### src/rtl/sub_arb_pkg.sv
// sub_arb_pkg
//   Shared definitions for the round-robin subtractor scheduler.
//   DEF_BIT / DEF_NREQ / DEF_LAT : default operand width, requester count and
//                                  subtractor latency
//   TAG_W                        : tag id width for the default requester count
//   ID_W                         : tag id width wide enough for any legal
//                                  requester count (up to 16)
//   tag_t                        : {valid, id} ownership tag of one in-flight op
//   rr_next()                    : modular increment used for the arbiter pointer
package sub_arb_pkg;

  localparam int DEF_BIT  = 32;
  localparam int DEF_NREQ = 4;
  localparam int DEF_LAT  = 1;
  localparam int TAG_W    = $clog2(DEF_NREQ);
  localparam int ID_W     = 4;

  typedef struct packed {
    logic            valid;
    logic [ID_W-1:0] id;
  } tag_t;

  function automatic int rr_next(input int idx, input int n);
    return (idx + 1 >= n) ? 0 : idx + 1;
  endfunction

endpackage

### src/rtl/rr_arbiter.sv
// rr_arbiter
//   Combinational round-robin search over a set of eligible requesters.
//   eligible : one bit per requester that may be granted this cycle
//   ptr      : index where the search starts (highest priority)
//   grant    : one-hot grant, all zero when nothing is eligible
//   g        : index of the granted requester (0 when nothing is granted)
module rr_arbiter #(
  parameter int NREQ = 4,
  parameter int PW   = $clog2(NREQ)
) (
  input  logic [NREQ-1:0] eligible,
  input  logic [PW-1:0]   ptr,
  output logic [NREQ-1:0] grant,
  output logic [PW-1:0]   g
);

  logic [PW:0]   sum;
  logic [PW-1:0] idx;

  // Walk from the farthest candidate back to ptr so the nearest eligible
  // requester is the last one written and therefore wins.
  always_comb begin
    grant = '0;
    g     = '0;
    sum   = '0;
    idx   = '0;
    for (int k = NREQ - 1; k >= 0; k--) begin
      sum = {1'b0, ptr} + (PW+1)'(k);
      if (sum >= (PW+1)'(NREQ)) begin
        sum = sum - (PW+1)'(NREQ);
      end
      idx = sum[PW-1:0];
      if (eligible[idx]) begin
        grant      = '0;
        grant[idx] = 1'b1;
        g          = idx;
      end
    end
  end

endmodule

### src/rtl/sub_arbiter.sv
// sub_arbiter
//   Shares one pipelined subtractor among NREQ requesters with round-robin
//   arbitration, a tag pipeline recording the owner of each in-flight
//   operation, and per-requester response registers.
//   clk, rst_n                 : clock, synchronous active-low reset
//   req_valid/req_ready        : per-requester operand handshake
//   req_a/req_b                : packed operands, requester i at [i*BIT +: BIT]
//   rsp_valid/rsp_ready/rsp_c  : per-requester result handshake and data
//   sub_in_valid/sub_a/sub_b   : registered drive to the subtractor
//   sub_out_valid/sub_c        : result coming back from the subtractor
//   err                        : sticky result/tag alignment error
module sub_arbiter
  import sub_arb_pkg::*;
#(
  parameter int BIT  = DEF_BIT,
  parameter int NREQ = DEF_NREQ,
  parameter int LAT  = DEF_LAT
) (
  input  logic              clk,
  input  logic              rst_n,
  input  logic [NREQ-1:0]   req_valid,
  output logic [NREQ-1:0]   req_ready,
  input  logic [NREQ*BIT-1:0] req_a,
  input  logic [NREQ*BIT-1:0] req_b,
  output logic [NREQ-1:0]   rsp_valid,
  input  logic [NREQ-1:0]   rsp_ready,
  output logic [NREQ*BIT-1:0] rsp_c,
  output logic              sub_in_valid,
  output logic [BIT-1:0]    sub_a,
  output logic [BIT-1:0]    sub_b,
  input  logic              sub_out_valid,
  input  logic [BIT-1:0]    sub_c,
  output logic              err
);

  localparam int PW = $clog2(NREQ);

  logic [PW-1:0]   ptr;
  logic [NREQ-1:0] pend;
  logic [NREQ-1:0] eligible;
  logic [NREQ-1:0] grant;
  logic [PW-1:0]   g;
  logic            any_grant;
  logic [NREQ-1:0] rsp_fire;
  tag_t            tags [0:LAT];
  tag_t            out_tag;

  // A requester with a result still outstanding is not eligible, which
  // guarantees its response register can never be overwritten.
  assign eligible = req_valid & ~pend;

  rr_arbiter #(
    .NREQ (NREQ),
    .PW   (PW)
  ) u_rr (
    .eligible (eligible),
    .ptr      (ptr),
    .grant    (grant),
    .g        (g)
  );

  // Grants are suppressed while reset is asserted so nothing is accepted.
  assign req_ready = rst_n ? grant : '0;
  assign any_grant = |req_ready;
  assign rsp_fire  = rsp_valid & rsp_ready;
  assign out_tag   = tags[LAT];

  always_ff @(posedge clk) begin
    if (!rst_n) begin
      ptr  <= '0;
      pend <= '0;
    end else begin
      pend <= (pend & ~rsp_fire) | req_ready;
      if (any_grant) begin
        ptr <= PW'(rr_next(int'(g), NREQ));
      end
    end
  end

  // Issue register and tag pipeline; the subtractor never stalls, so the
  // tags simply shift every cycle and stage LAT lines up with its output.
  always_ff @(posedge clk) begin
    if (!rst_n) begin
      sub_in_valid <= 1'b0;
      sub_a        <= '0;
      sub_b        <= '0;
      for (int k = 0; k <= LAT; k++) begin
        tags[k] <= '0;
      end
    end else begin
      sub_in_valid  <= any_grant;
      tags[0].valid <= any_grant;
      tags[0].id    <= ID_W'(g);
      for (int i = 0; i < NREQ; i++) begin
        if (req_ready[i]) begin
          sub_a <= req_a[i*BIT +: BIT];
          sub_b <= req_b[i*BIT +: BIT];
        end
      end
      for (int k = 1; k <= LAT; k++) begin
        tags[k] <= tags[k-1];
      end
    end
  end

  // Writeback: results are only accepted when the aligned tag agrees that an
  // operation is due; any disagreement drops the result and latches err.
  always_ff @(posedge clk) begin
    if (!rst_n) begin
      rsp_valid <= '0;
      rsp_c     <= '0;
      err       <= 1'b0;
    end else begin
      rsp_valid <= rsp_valid & ~rsp_fire;
      if (sub_out_valid && out_tag.valid) begin
        for (int i = 0; i < NREQ; i++) begin
          if (out_tag.id == ID_W'(i)) begin
            rsp_valid[i]          <= 1'b1;
            rsp_c[i*BIT +: BIT]   <= sub_c;
          end
        end
      end
      if (sub_out_valid != out_tag.valid) begin
        err <= 1'b1;
      end
    end
  end

endmodule

### config.mk
export PLATFORM = sky130hd
export DESIGN_NAME = sub_arbiter
export DESIGN_NICKNAME = d
export VERILOG_FILES = /design/src/rtl/sub_arb_pkg.sv /design/src/rtl/rr_arbiter.sv /design/src/rtl/sub_arbiter.sv
export SDC_FILE = /design/constraint.sdc
export NUM_CORES = 1
export LEC_CHECK = 0
export ABC_AREA = 1
export CAP_MARGIN = 15
export CORE_AREA = 2 2 197 199
export CTS_BUF_LIST = sky130_fd_sc_hd__clkbuf_16
export CTS_CLUSTER_DIAMETER = 80
export DETAILED_ROUTE_END_ITERATION = 10
export DIE_AREA = 0 0 199 201
export GPL_ROUTABILITY_DRIVEN = 0
export PLACE_DENSITY = 0.58
export SLEW_MARGIN = 0
export SYNTH_ARGS = -nofsm -noshare
export SYNTH_HDL_FRONTEND = slang
export SYNTH_SLANG_ARGS = --single-unit
### constraint.sdc
create_clock -name clk -period 2.5 [get_ports clk]
set_input_delay 0.5 -clock clk [delete_from_list [all_inputs] [get_ports clk]]
set_output_delay 0.5 -clock clk [all_outputs]
set_load 0.005 [all_outputs]
==> summary.md <==
| Metric | Value |
|---|---|
| Simple logic cell fraction of the synthesized area | 0.359 |
| Area occupied by multi-input gates | 5290 sq um |
| Max Cap Viol | 0 |
| Synth cell count leaders | nand2_1 (339), nor2_1 (322), dfxtp_1 (209) |
| TritonCTS buffer count | 25 |
| Clock root cell | clkbuf_16 |
| Ranking of synthesized cells by area | dfxtp_1 (41%), nand2_1 (12%), nor2_1 (12%), nand3_1 (7.3%), o21ai_0 (6.5%) |
| Final instance area | 17,400 sq um |
| Sequential share of the synthesized area | 0.406 |
| Setup Skew | 0.0143 ns |
| Syn Area/Cell | 6.59 sq um |
| DRT iter0 DRCs | 465 |
| Share of synthesized flip-flops with an asynchronous set or reset | 0 |
| Max-slew violation count | 0 |
| Top-count cell post-synth | nand2_1 |
| Leak | 7.68 nW |
| Layout cell share with drive strength beyond 1 | 0.0932 |
| CP required | 2.00 ns |
| Post-Synth XOR/XNOR Area | 0.000851 |
| Relative slew slack | 0.515 |
| Post-Route WL | 43,400 um |
| Floorplan row count | 72 |
| Port Buf Inserts | 500 |
| DP HPWL | 31,500 um |
| Post-Synth Adder-Cell Area | 0.00608 |
| Synth Warn # | 0 |
| CP arrival | 2.12 ns |
| Area fraction of the dominant cell type after synthesis | 0.406 |
| Most used DFF post-synth | dfxtp_1 |
| Clock sinks | 209 |
| Storage cell area | 4190 sq um |
| RSZ-0062 raised after global routing | yes |
| Post-Syn Instances | 1,563 |
| Hold buffer count at cts | 0 |
| Count of final setup violators | 28 |
| Die ar. | 40,000 sq um |
| Die outline height | 201 um |
| Fill count | 3,923 |
| Mapped cell area | 10,300 sq um |
| Drt wl/cell | 16.6 um |
| Distinct cells, synth | 28 |
| Mux cell area share after synthesis | 0 |
| FMAX | 381 MHz |
| P&R area growth vs syn | 69.4% |
| Clock transition at path regs | 0.06 ns |
| Yosys reg bits | 209 |
| DR pass1 iterations | 5 |
| Crit path capture type | output port |
| Crit Path Class | reg2out |
| Period utilization | 1.05 |
| CTS Buffer Depth | 3 |
| Initial Util | 0.270 |
| Total Routing Usage GR | 0.209 |
| Core ar. | 38,100 sq um |
| Global-route wire length before repair | 65,200 um |
| Vias per inst | 4.53 |
| Setup WS post-layout | -0.125 ns |
| Hold Crit Class | reg2reg |
| Worst-path cell chain | inv_2, ha_4, buf_6, nand3_4, nand2_8, buf_6, nand3_2, nand3_1, nand2_2, inv_1, buf_2 |
| Largest family of logic cells by synthesized area | simple AND/OR/NAND/NOR gates |
| Vias in the first global route | 11,600 |
| Post-route minimum period | 2.62 ns |
| Post-Syn Nets | 1,867 |
| Largest net degree at the start of global routing | 172 |
| Chip width | 199 um |
| Crit path max fanout | 7 |
| Startpoint types | flip-flop |
| Failing checks | negative setup slack |
| Post-DP Area | 16,100 sq um |
| P per Cell Area | 1300 nW/um^2 |
| Cell repeated most along the worst path | buf_6 |
| Initial antenna violation count | 5 |
| Global route overflow | 0 |
| Crit-path slowest cell | dfxtp_2 |
| Worst vdd ir | 0.000763 V |
| Fin Setup TNS | -2.03 ns |
| Final Hold Viols | 0 |
| Via count | 11,800 |
| Worst slew pin tran | 0.728 ns |
| Compound-cell area share of the yosys netlist | 0.128 |
| Fin nets | 2,380 |
| Htree depth | 1 |
| Drc violations | 0 |
| Post-DRT Antenna Nets | 0 |
| Crit-path max cell delay | 0.34 ns |
| Post-synth EDFFs | 0 |
| Io pins | 501 |
| Largest area contributor in the netlist | dfxtp_1 |
| Worst skew pair latency | 0.52 ns |
| CTS tree | done |
| Outcome | finished with violations |
| Final design utilization | 0.458 |
-- cell type report --
cell class	count	share of cell area
Antenna cell	3	0.000430
Clock buffer	25	0.0359
Clock inverter	19	0.00552
Inverter	137	0.0299
Multi-Input combinational cell	1115	0.303
Sequential cell	209	0.240
Tap cell	518	0.0372
Timing Repair Buffer	588	0.348
-- registers in the layout, summed over array words and instances, names as in the netlist --
register and cells:
rsp_valid 4, err 1, ptr 2, sub_a 32, pend 4, sub_b 32
tags 6, rsp_c 128
-- per-layer routing --
| metal | vias to the layer above | track usage | routed length [um] |
|---|---|---|---|
| li1 | 5977 | - | - |
| met1 | 5336 | 0.233 | 16900 |
| met2 | 452 | 0.366 | 20700 |
| met3 | 75 | 0.0643 | 4100 |
| met4 | 4 | 0.0856 | 1600 |
| met5 | - | 0 | 25 |
-- worst max-delay path, delay by kind of cell, from the launching register on --
kind,cells,cell delay (ns)
and+or+nand+nor,5,0.51
DFF,1,0.34
adders and majority gates,1,0.31
buffers and inverters,5,0.43
-- path summary, 6_finish.rpt --
check | startpoint | end | slack (ns) | cells past startpoint
min | tags[0][1] | tags[0][6] | 0.42 | 2
max | ptr[1] | req_ready[0] | -0.12 | 11
max reg2reg | ptr[1] | sub_b[10] | -0.10 | 19
min reg2reg | tags[0][1] | tags[0][6] | 0.42 | 2
-- stage by stage --
stage               instances  power, W  setup slack (ns)  hold slack (ns)
detailed placement       2541    0.0170            -0.379            0.403
CTS                      2606    0.0223           -0.0965            0.417
global route             2614    0.0244            -0.232            0.445
finish                   2614    0.0227            -0.125            0.419
floorplan                1563    0.0120            0.0591            0.390
global placement         2541    0.0169            -0.380            0.405
-- where the power goes --
part / internal, W / total [W] / leakage (nW) / switching [W]
sequential: 0.00423 / 0.00461 / 1.71 / 0.000382
clock: 0.00182 / 0.00328 / 0.380 / 0.00146
combinational: 0.00706 / 0.0148 / 5.59 / 0.00772
total: 0.0131 / 0.0227 / 7.68 / 0.00957
-- cell usage in the layout (no fill, tap or decap), types with 26 or more instances in the layout --
cell type	instances
nand2_1	336
a21boi_1	34
nand3b_1	36
nand3_1	144
clkdlybuf4s50_1	495
nor2_1	304
buf_4	49
dfxtp_1	207
o21ai_0	132
a21oi_1	64
inv_1	132
clkbuf_16	26
-- timing repair --
item,4_1_cts,5_1_grt
pin swaps,16,2
cloned,4,1
resized for setup,60,39
buffers inserted,19,5
endpoints found under the setup margin,38,69
-- kinds of logic (layout without fill, tap and decap cells) --
logic type      Yosys count  after routing
simple gates            868            868
other cells               0              3
flops                   209            209
fa+ha+maj                 5              5
compound gates          241            241
buf+inv                 239            769
xor+xnor                  1              1
Power figures use the tool's default switching activity.
